===== config.mk =====
export PLATFORM = sky130hd
export DESIGN_NAME = spram_master
export DESIGN_NICKNAME = d
export VERILOG_FILES = /design/src/rtl/spram_master.sv
export SDC_FILE = /design/constraint.sdc
export NUM_CORES = 1
export LEC_CHECK = 0
export BUFFER_PORTS_ARGS = -buffer_cell sky130_fd_sc_hd__buf_2
export CORE_AREA = 2 2 115 117
export CTS_BUF_LIST = sky130_fd_sc_hd__clkbuf_8
export CTS_CLUSTER_DIAMETER = 150
export DETAILED_ROUTE_END_ITERATION = 8
export DIE_AREA = 0 0 117 119
export PLACE_DENSITY_LB_ADDON = 0.08
export SKIP_LAST_GASP = 1
export SLEW_MARGIN = 20
export SYNTH_ARGS = -nofsm -noshare
export SYNTH_HDL_FRONTEND = slang
export SYNTH_SLANG_ARGS = --single-unit

===== constraint.sdc =====
create_clock -name clk -period 4.05 [get_ports clk]
set_input_delay 0.405 -clock clk [delete_from_list [all_inputs] [get_ports clk]]
set_output_delay 0.405 -clock clk [all_outputs]
set_load 0.01 [all_outputs]

===== src/rtl/spram_master.sv =====
// spram_master
//   Request-side controller for a single-port RAM with registered read data.
//   Read/write commands arrive on a ready/valid request channel and are passed
//   straight through to the RAM pins. Read data comes back one cycle after
//   issue and is buffered in a 4-entry FIFO that feeds the response channel.
//   A credit counter (FIFO occupancy + reads in flight) stops new requests
//   once all four response slots are spoken for, so the FIFO cannot overflow.
//
//   Optional feature, macro SPRAM_MASTER_INIT_CLEAR_EN:
//     when defined, an INIT state sweeps the RAM with zeros after reset
//     release (one address per cycle) before requests are accepted.
//
// Ports
//   clk, resetn              clock, synchronous active-low reset
//   req_valid/req_ready      request handshake
//   req_write/addr/wdata     request payload (1 = write)
//   rsp_valid/rsp_ready      response handshake
//   rsp_rdata                read data, in request order
//   mem_en/wen/addr/din      RAM control and write data
//   mem_dout                 RAM registered read data
//   busy                     initialization sweep in progress
module spram_master #(
  parameter int DATA_WIDTH = 32,
  parameter int ADDR_WIDTH = 2
) (
  input  logic                  clk,
  input  logic                  resetn,
  input  logic                  req_valid,
  output logic                  req_ready,
  input  logic                  req_write,
  input  logic [ADDR_WIDTH-1:0] req_addr,
  input  logic [DATA_WIDTH-1:0] req_wdata,
  output logic                  rsp_valid,
  input  logic                  rsp_ready,
  output logic [DATA_WIDTH-1:0] rsp_rdata,
  output logic                  mem_en,
  output logic                  mem_wen,
  output logic [ADDR_WIDTH-1:0] mem_addr,
  output logic [DATA_WIDTH-1:0] mem_din,
  input  logic [DATA_WIDTH-1:0] mem_dout,
  output logic                  busy
);

  localparam int FIFO_DEPTH = 4;

`ifdef SPRAM_MASTER_INIT_CLEAR_EN
  typedef enum logic {ST_RUN = 1'b0, ST_INIT = 1'b1} state_e;
  localparam state_e RST_STATE = ST_INIT;
`else
  typedef enum logic {ST_RUN = 1'b0} state_e;
  localparam state_e RST_STATE = ST_RUN;
`endif

  state_e                state_q, state_d;
  logic [2:0]            cnt_q, cnt_d;       // occupancy + reads in flight
  logic                  rd_pend_q, rd_pend_d;
  logic [1:0]            wr_ptr_q, wr_ptr_d;
  logic [1:0]            rd_ptr_q, rd_ptr_d;
  logic [2:0]            occ_q, occ_d;
  logic [DATA_WIDTH-1:0] fifo_q [FIFO_DEPTH];
  logic [DATA_WIDTH-1:0] fifo_d [FIFO_DEPTH];
`ifdef SPRAM_MASTER_INIT_CLEAR_EN
  logic [ADDR_WIDTH-1:0] init_addr_q, init_addr_d;
`endif

  logic req_acc, rd_acc, push, pop;

  always_comb begin
    state_d   = state_q;
    cnt_d     = cnt_q;
    rd_pend_d = 1'b0;
    wr_ptr_d  = wr_ptr_q;
    rd_ptr_d  = rd_ptr_q;
    occ_d     = occ_q;
    fifo_d    = fifo_q;
`ifdef SPRAM_MASTER_INIT_CLEAR_EN
    init_addr_d = init_addr_q;
`endif

    // Outputs are gated by resetn so reset takes effect in the same cycle,
    // before the synchronous clear reaches the registers.
    req_ready = resetn && (state_q == ST_RUN) && (cnt_q < 3'd4);
    req_acc   = req_valid && req_ready;
    rd_acc    = req_acc && !req_write;
    rsp_valid = resetn && (occ_q != 3'd0);
    rsp_rdata = resetn ? fifo_q[rd_ptr_q] : '0;
    pop       = rsp_valid && rsp_ready;
    push      = rd_pend_q;

    mem_en   = 1'b0;
    mem_wen  = 1'b0;
    mem_addr = '0;
    mem_din  = '0;
    if (req_acc) begin
      mem_en   = 1'b1;
      mem_wen  = req_write;
      mem_addr = req_addr;
      mem_din  = req_wdata;
    end

`ifdef SPRAM_MASTER_INIT_CLEAR_EN
    busy = !resetn || (state_q == ST_INIT);
    if (resetn && state_q == ST_INIT) begin
      mem_en      = 1'b1;
      mem_wen     = 1'b1;
      mem_addr    = init_addr_q;
      init_addr_d = init_addr_q + 1'b1;
      if (&init_addr_q) state_d = ST_RUN;
    end
`else
    busy = 1'b0;
`endif

    // A pop only returns credit through cnt_q, i.e. from the next cycle.
    cnt_d     = cnt_q + {2'b00, rd_acc} - {2'b00, pop};
    rd_pend_d = rd_acc;

    // RAM data is valid the cycle after issue; capture it then.
    if (push) begin
      fifo_d[wr_ptr_q] = mem_dout;
      wr_ptr_d         = wr_ptr_q + 2'd1;
    end
    if (pop) rd_ptr_d = rd_ptr_q + 2'd1;
    case ({push, pop})
      2'b10:   occ_d = occ_q + 3'd1;
      2'b01:   occ_d = occ_q - 3'd1;
      default: occ_d = occ_q;
    endcase
  end

  always_ff @(posedge clk) begin
    if (!resetn) begin
      state_q   <= RST_STATE;
      cnt_q     <= '0;
      rd_pend_q <= 1'b0;
      wr_ptr_q  <= '0;
      rd_ptr_q  <= '0;
      occ_q     <= '0;
      for (int i = 0; i < FIFO_DEPTH; i++) fifo_q[i] <= '0;
`ifdef SPRAM_MASTER_INIT_CLEAR_EN
      init_addr_q <= '0;
`endif
    end else begin
      state_q   <= state_d;
      cnt_q     <= cnt_d;
      rd_pend_q <= rd_pend_d;
      wr_ptr_q  <= wr_ptr_d;
      rd_ptr_q  <= rd_ptr_d;
      occ_q     <= occ_d;
      for (int i = 0; i < FIFO_DEPTH; i++) fifo_q[i] <= fifo_d[i];
`ifdef SPRAM_MASTER_INIT_CLEAR_EN
      init_addr_q <= init_addr_d;
`endif
    end
  end

endmodule


==> flow_summary.html <==
<table>
<tr><th>Metric</th><th>Value</th></tr>
<tr><th colspan="2">Outcome</th></tr>
<tr><td>Run status</td><td>complete, no violations</td></tr>
<tr><th colspan="2">Placement</th></tr>
<tr><td>Final weighted congestion in routability-driven placement</td><td>0.7504</td></tr>
<tr><td>Number of port buffers</td><td>140</td></tr>
<tr><td>Number of placed instances with taps included</td><td>1008</td></tr>
<tr><td>Detailed Place HPWL</td><td>9.834 mm</td></tr>
<tr><td>Post-detailed-placement cell area</td><td>between 0.006 and 0.007 mm^2</td></tr>
<tr><td>Setup slack at placement</td><td>between 1 and 1.5 ns</td></tr>
<tr><th colspan="2">Clocking</th></tr>
<tr><td>Clock latency reported for the late side of the worst-skew pair</td><td>0.44 ns</td></tr>
<tr><td>Hold-fix buffers at CTS</td><td>0</td></tr>
<tr><td>Clock-pin slew on the worst setup and hold paths</td><td>0.07 ns</td></tr>
<tr><td>Cts repair resizes</td><td>0</td></tr>
<tr><td>Buffers inserted during post-CTS setup optimization</td><td>0</td></tr>
<tr><td>Deepest clock path buffer count</td><td>2</td></tr>
<tr><td>CTS Root Buffer Type</td><td>sky130_fd_sc_hd__clkbuf_8</td></tr>
<tr><td>Clock tree from TritonCTS</td><td>yes</td></tr>
<tr><td>Clock sink count</td><td>139</td></tr>
<tr><td>Level count of the clock H-tree</td><td>4</td></tr>
<tr><td>Total CTS buffers</td><td>17</td></tr>
<tr><th colspan="2">Final layout</th></tr>
<tr><td>Post-route cell area</td><td>0.007393 mm^2</td></tr>
<tr><td>Final #Nets</td><td>931</td></tr>
<tr><td>Post-synthesis to final-layout area growth</td><td>18.30%</td></tr>
<tr><td>Fraction of the core area covered by cells at the end of the flow</td><td>0.5742</td></tr>
<tr><td>Share of layout cells above drive strength 1</td><td>0.2512</td></tr>
<tr><td>Count of placed standard cells in the final layout, fillers left out</td><td>1040</td></tr>
<tr><td>Diode count</td><td>0</td></tr>
<tr><th colspan="2">Worst setup path</th></tr>
<tr><td>Slack of the worst reg-to-reg path</td><td>1.81 ns</td></tr>
<tr><td>Startpoint type of the worst setup path</td><td>flop</td></tr>
<tr><td>CP max FO</td><td>17</td></tr>
<tr><td>Worst endpoint data arrival time</td><td>2.56 ns</td></tr>
<tr><td>Type of destination of the critical path</td><td>output port</td></tr>
<tr><td>Worst endpoint required time</td><td>3.64 ns</td></tr>
<tr><td>Critical path type</td><td>flop to output port</td></tr>
<tr><th colspan="2">Global routing</th></tr>
<tr><td>Total overflow reported by the global router</td><td>0</td></tr>
<tr><td>Total Routing Usage GR</td><td>0.2424</td></tr>
<tr><td>Maximum number of pins on one net before global-route repair</td><td>81</td></tr>
<tr><td>Vias in the first global route</td><td>5198</td></tr>
<tr><td>Initial antenna violation count</td><td>0</td></tr>
<tr><td>Global-route wire length before repair</td><td>25.90 mm</td></tr>
<tr><th colspan="2">Route</th></tr>
<tr><td>Number of remaining DRC errors</td><td>0</td></tr>
<tr><td>Post-detailed-route wirelength per cell</td><td>around 16 um</td></tr>
<tr><td>First drt pass iteration count</td><td>5</td></tr>
<tr><td>Number of nets with antenna violations after detailed routing</td><td>0</td></tr>
<tr><td>Overall routed net length</td><td>between 15 and 20 mm</td></tr>
<tr><td>Total number of vias</td><td>5476</td></tr>
<tr><td>Number of vias per cell after detailed routing</td><td>5.265</td></tr>
<tr><td>Number of DRC markers after the initial detailed-route iteration</td><td>324</td></tr>
<tr><th colspan="2">Yosys</th></tr>
<tr><td>Proportion of netlist area held by the largest area contributor</td><td>0.4452</td></tr>
<tr><td>Area leader, netlist</td><td>sky130_fd_sc_hd__dfxtp_1</td></tr>
<tr><td>Share of flip-flops with an asynchronous set or reset</td><td>0</td></tr>
<tr><td>Share of the yosys chip area belonging to registers</td><td>0.4452</td></tr>
<tr><td>Area contributors post-synth</td><td>sky130_fd_sc_hd__dfxtp_1 45%, sky130_fd_sc_hd__nand2_1 16%, sky130_fd_sc_hd__mux4_2 10%</td></tr>
<tr><td>Predominant post-synthesis flop cell</td><td>sky130_fd_sc_hd__dfxtp_1</td></tr>
<tr><td>Mapped Area</td><td>0.006250 mm^2</td></tr>
<tr><td>Post-synthesis net count</td><td>a little over 800</td></tr>
<tr><td>Number of register bits inferred by synthesis</td><td>roughly 140</td></tr>
<tr><td>Warning count from the yosys run</td><td>0</td></tr>
<tr><td>Number of distinct library cell variants in the gate-level netlist after synthesis</td><td>28</td></tr>
<tr><td>Post-synth EDFFs</td><td>0</td></tr>
<tr><td>Synthesized instance count</td><td>around 740</td></tr>
<tr><td>Syn avg cell area</td><td>8.411 um^2</td></tr>
<tr><th colspan="2">Timing</th></tr>
<tr><td>Number of failing hold endpoints at the final stage</td><td>0</td></tr>
<tr><td>Final count of negative-setup-slack endpoints</td><td>0</td></tr>
<tr><td>Minimum hold slack</td><td>between 0.1 and 0.15 ns</td></tr>
<tr><td>Number of max-slew violations in the final report</td><td>0</td></tr>
<tr><td>Worst-margin pin slew</td><td>~1.0 ns</td></tr>
<tr><td>Max-slew headroom</td><td>0.3019</td></tr>
<tr><td>Clk_skew</td><td>0.01056 ns</td></tr>
<tr><td>Post-Route Setup TNS</td><td>0 ns</td></tr>
<tr><td>Unrepaired setup endpoints after global routing</td><td>no</td></tr>
<tr><td>Final worst-path setup slack</td><td>1.085 ns</td></tr>
<tr><td>Period Utilization, post-route</td><td>0.7321</td></tr>
<tr><td>Upper clock frequency limit</td><td>0.3373 GHz</td></tr>
<tr><td>Min Tclk post-route</td><td>2.965 ns</td></tr>
<tr><th colspan="2">Power and ir drop</th></tr>
<tr><td>Final Total Pwr</td><td>2.985 mW</td></tr>
<tr><td>Cell leakage power</td><td>2.969 nW</td></tr>
<tr><td>Largest vdd supply drop</td><td>175.4 uV</td></tr>
<tr><td>Ratio of total power to cell area</td><td>403.8 mW/mm^2</td></tr>
<tr><th colspan="2">Die</th></tr>
<tr><td>Cell row count</td><td>42</td></tr>
<tr><td>Vert. Die Dim</td><td>between 100 and 150 um</td></tr>
<tr><td>Starting density of the core</td><td>0.4854</td></tr>
<tr><td>Number of placed I/O pins</td><td>~140</td></tr>
<tr><td>Die Width</td><td>117 um</td></tr>
<tr><td>Area of the placeable core</td><td>0.01287 mm^2</td></tr>
<tr><td>Area of the die</td><td>0.01392 mm^2</td></tr>
<tr><th colspan="2">Job</th></tr>
<tr><td>MaxCap Viol Count</td><td>0</td></tr>
<tr><th colspan="2">Hold path</th></tr>
<tr><td>Class of the most critical hold timing path</td><td>input port to flop</td></tr>
</table>
==> registers in the layout (all words and copies together), names as in the netlist <==
signal	cells
cnt_q	3
fifo_q	128
occ_q	3
push	1
rd_ptr_q	2
wr_ptr_q	2
==> critical path, stage by stage, from the launching register on <==
cell,delay [ns]
sky130_fd_sc_hd__dfxtp_2,0.78
sky130_fd_sc_hd__buf_4,0.47
sky130_fd_sc_hd__mux4_2,0.54
sky130_fd_sc_hd__and2_1,0.18
sky130_fd_sc_hd__buf_2,0.14
==> placed cells by master (no fill, tap or decap), types with 2 or more instances in the layout <==
cell	n
sky130_fd_sc_hd__a21oi_1	130
sky130_fd_sc_hd__ha_1	7
sky130_fd_sc_hd__and3_1	35
sky130_fd_sc_hd__nor2b_1	2
sky130_fd_sc_hd__bufinv_16	4
sky130_fd_sc_hd__inv_6	3
sky130_fd_sc_hd__buf_4	12
sky130_fd_sc_hd__dfxtp_2	2
sky130_fd_sc_hd__clkinvlp_4	3
sky130_fd_sc_hd__and2_1	37
sky130_fd_sc_hd__mux4_1	3
sky130_fd_sc_hd__dfxtp_1	137
sky130_fd_sc_hd__nand2_1	260
sky130_fd_sc_hd__clkinv_2	2
sky130_fd_sc_hd__xnor2_1	2
sky130_fd_sc_hd__inv_1	8
sky130_fd_sc_hd__clkbuf_8	19
sky130_fd_sc_hd__mux4_2	29
sky130_fd_sc_hd__fa_1	2
sky130_fd_sc_hd__nor2_1	11
sky130_fd_sc_hd__xor2_1	5
sky130_fd_sc_hd__buf_2	140
==> power by group <==
group | switching [mW] | internal [mW] | leakage, nW
Combinational | 0.168 | 0.132 | 1.63
Sequential | 0.0399 | 1.40 | 1.12
Clock | 0.542 | 0.708 | 0.219
Total | 0.750 | 2.24 | 2.97
==> path summary, 6_finish.rpt <==
kind / start / end / cells past startpoint
max: rd_ptr_q[1] / rsp_rdata[14] / 4
min: req_write / push / 2
max reg2reg: cnt_q[2] / cnt_q[2] / 11
min reg2reg: fifo_q[98] / fifo_q[98] / 2
==> layer usage <==
| layer | up-vias | GRT usage | routed length, um |
|---|---|---|---|
| met3 | 13 | 0.06056 | 1075 |
| li1 | 2672 | - | - |
| met1 | 2591 | 0.2901 | 6785 |
| met2 | 200 | 0.4299 | 8325 |
| met5 | - | 0 | 0 |
| met4 | 0 | 0.06250 | 173 |
==> cell type report <==
type | count | area, um^2
inverters | 9 | 36.28
clock inverters | 13 | 187.7
fillers | 1192 | 5482
flip-flops and latches | 139 | 2785
repair buffers | 152 | 790.8
clock buffers | 19 | 261.5
multi-input cells | 532 | 3112
well taps | 176 | 220.2
==> cells in the mapped netlist, drive strengths merged (5+ instances only) <==
master	instances
a21oi	130
and2	38
and3	35
buf	26
clkbuf	37
dfxtp	139
ha	7
inv	9
mux4	32
nand2	260
nor2	11
xor2	5
==> cell families after synthesis <==
| family | synth area share |
|---|---|
| simple gates | 0.2406 |
| flops | 0.4452 |
| compound gates | 0.1075 |
| buf+inv | 0.05706 |
| mux | 0.1187 |
| fa+ha+maj | 0.02042 |
| xor+xnor | 0.009810 |
| other cells | 0.0006000 |
Note: power is estimated with default switching activity, not from simulation.
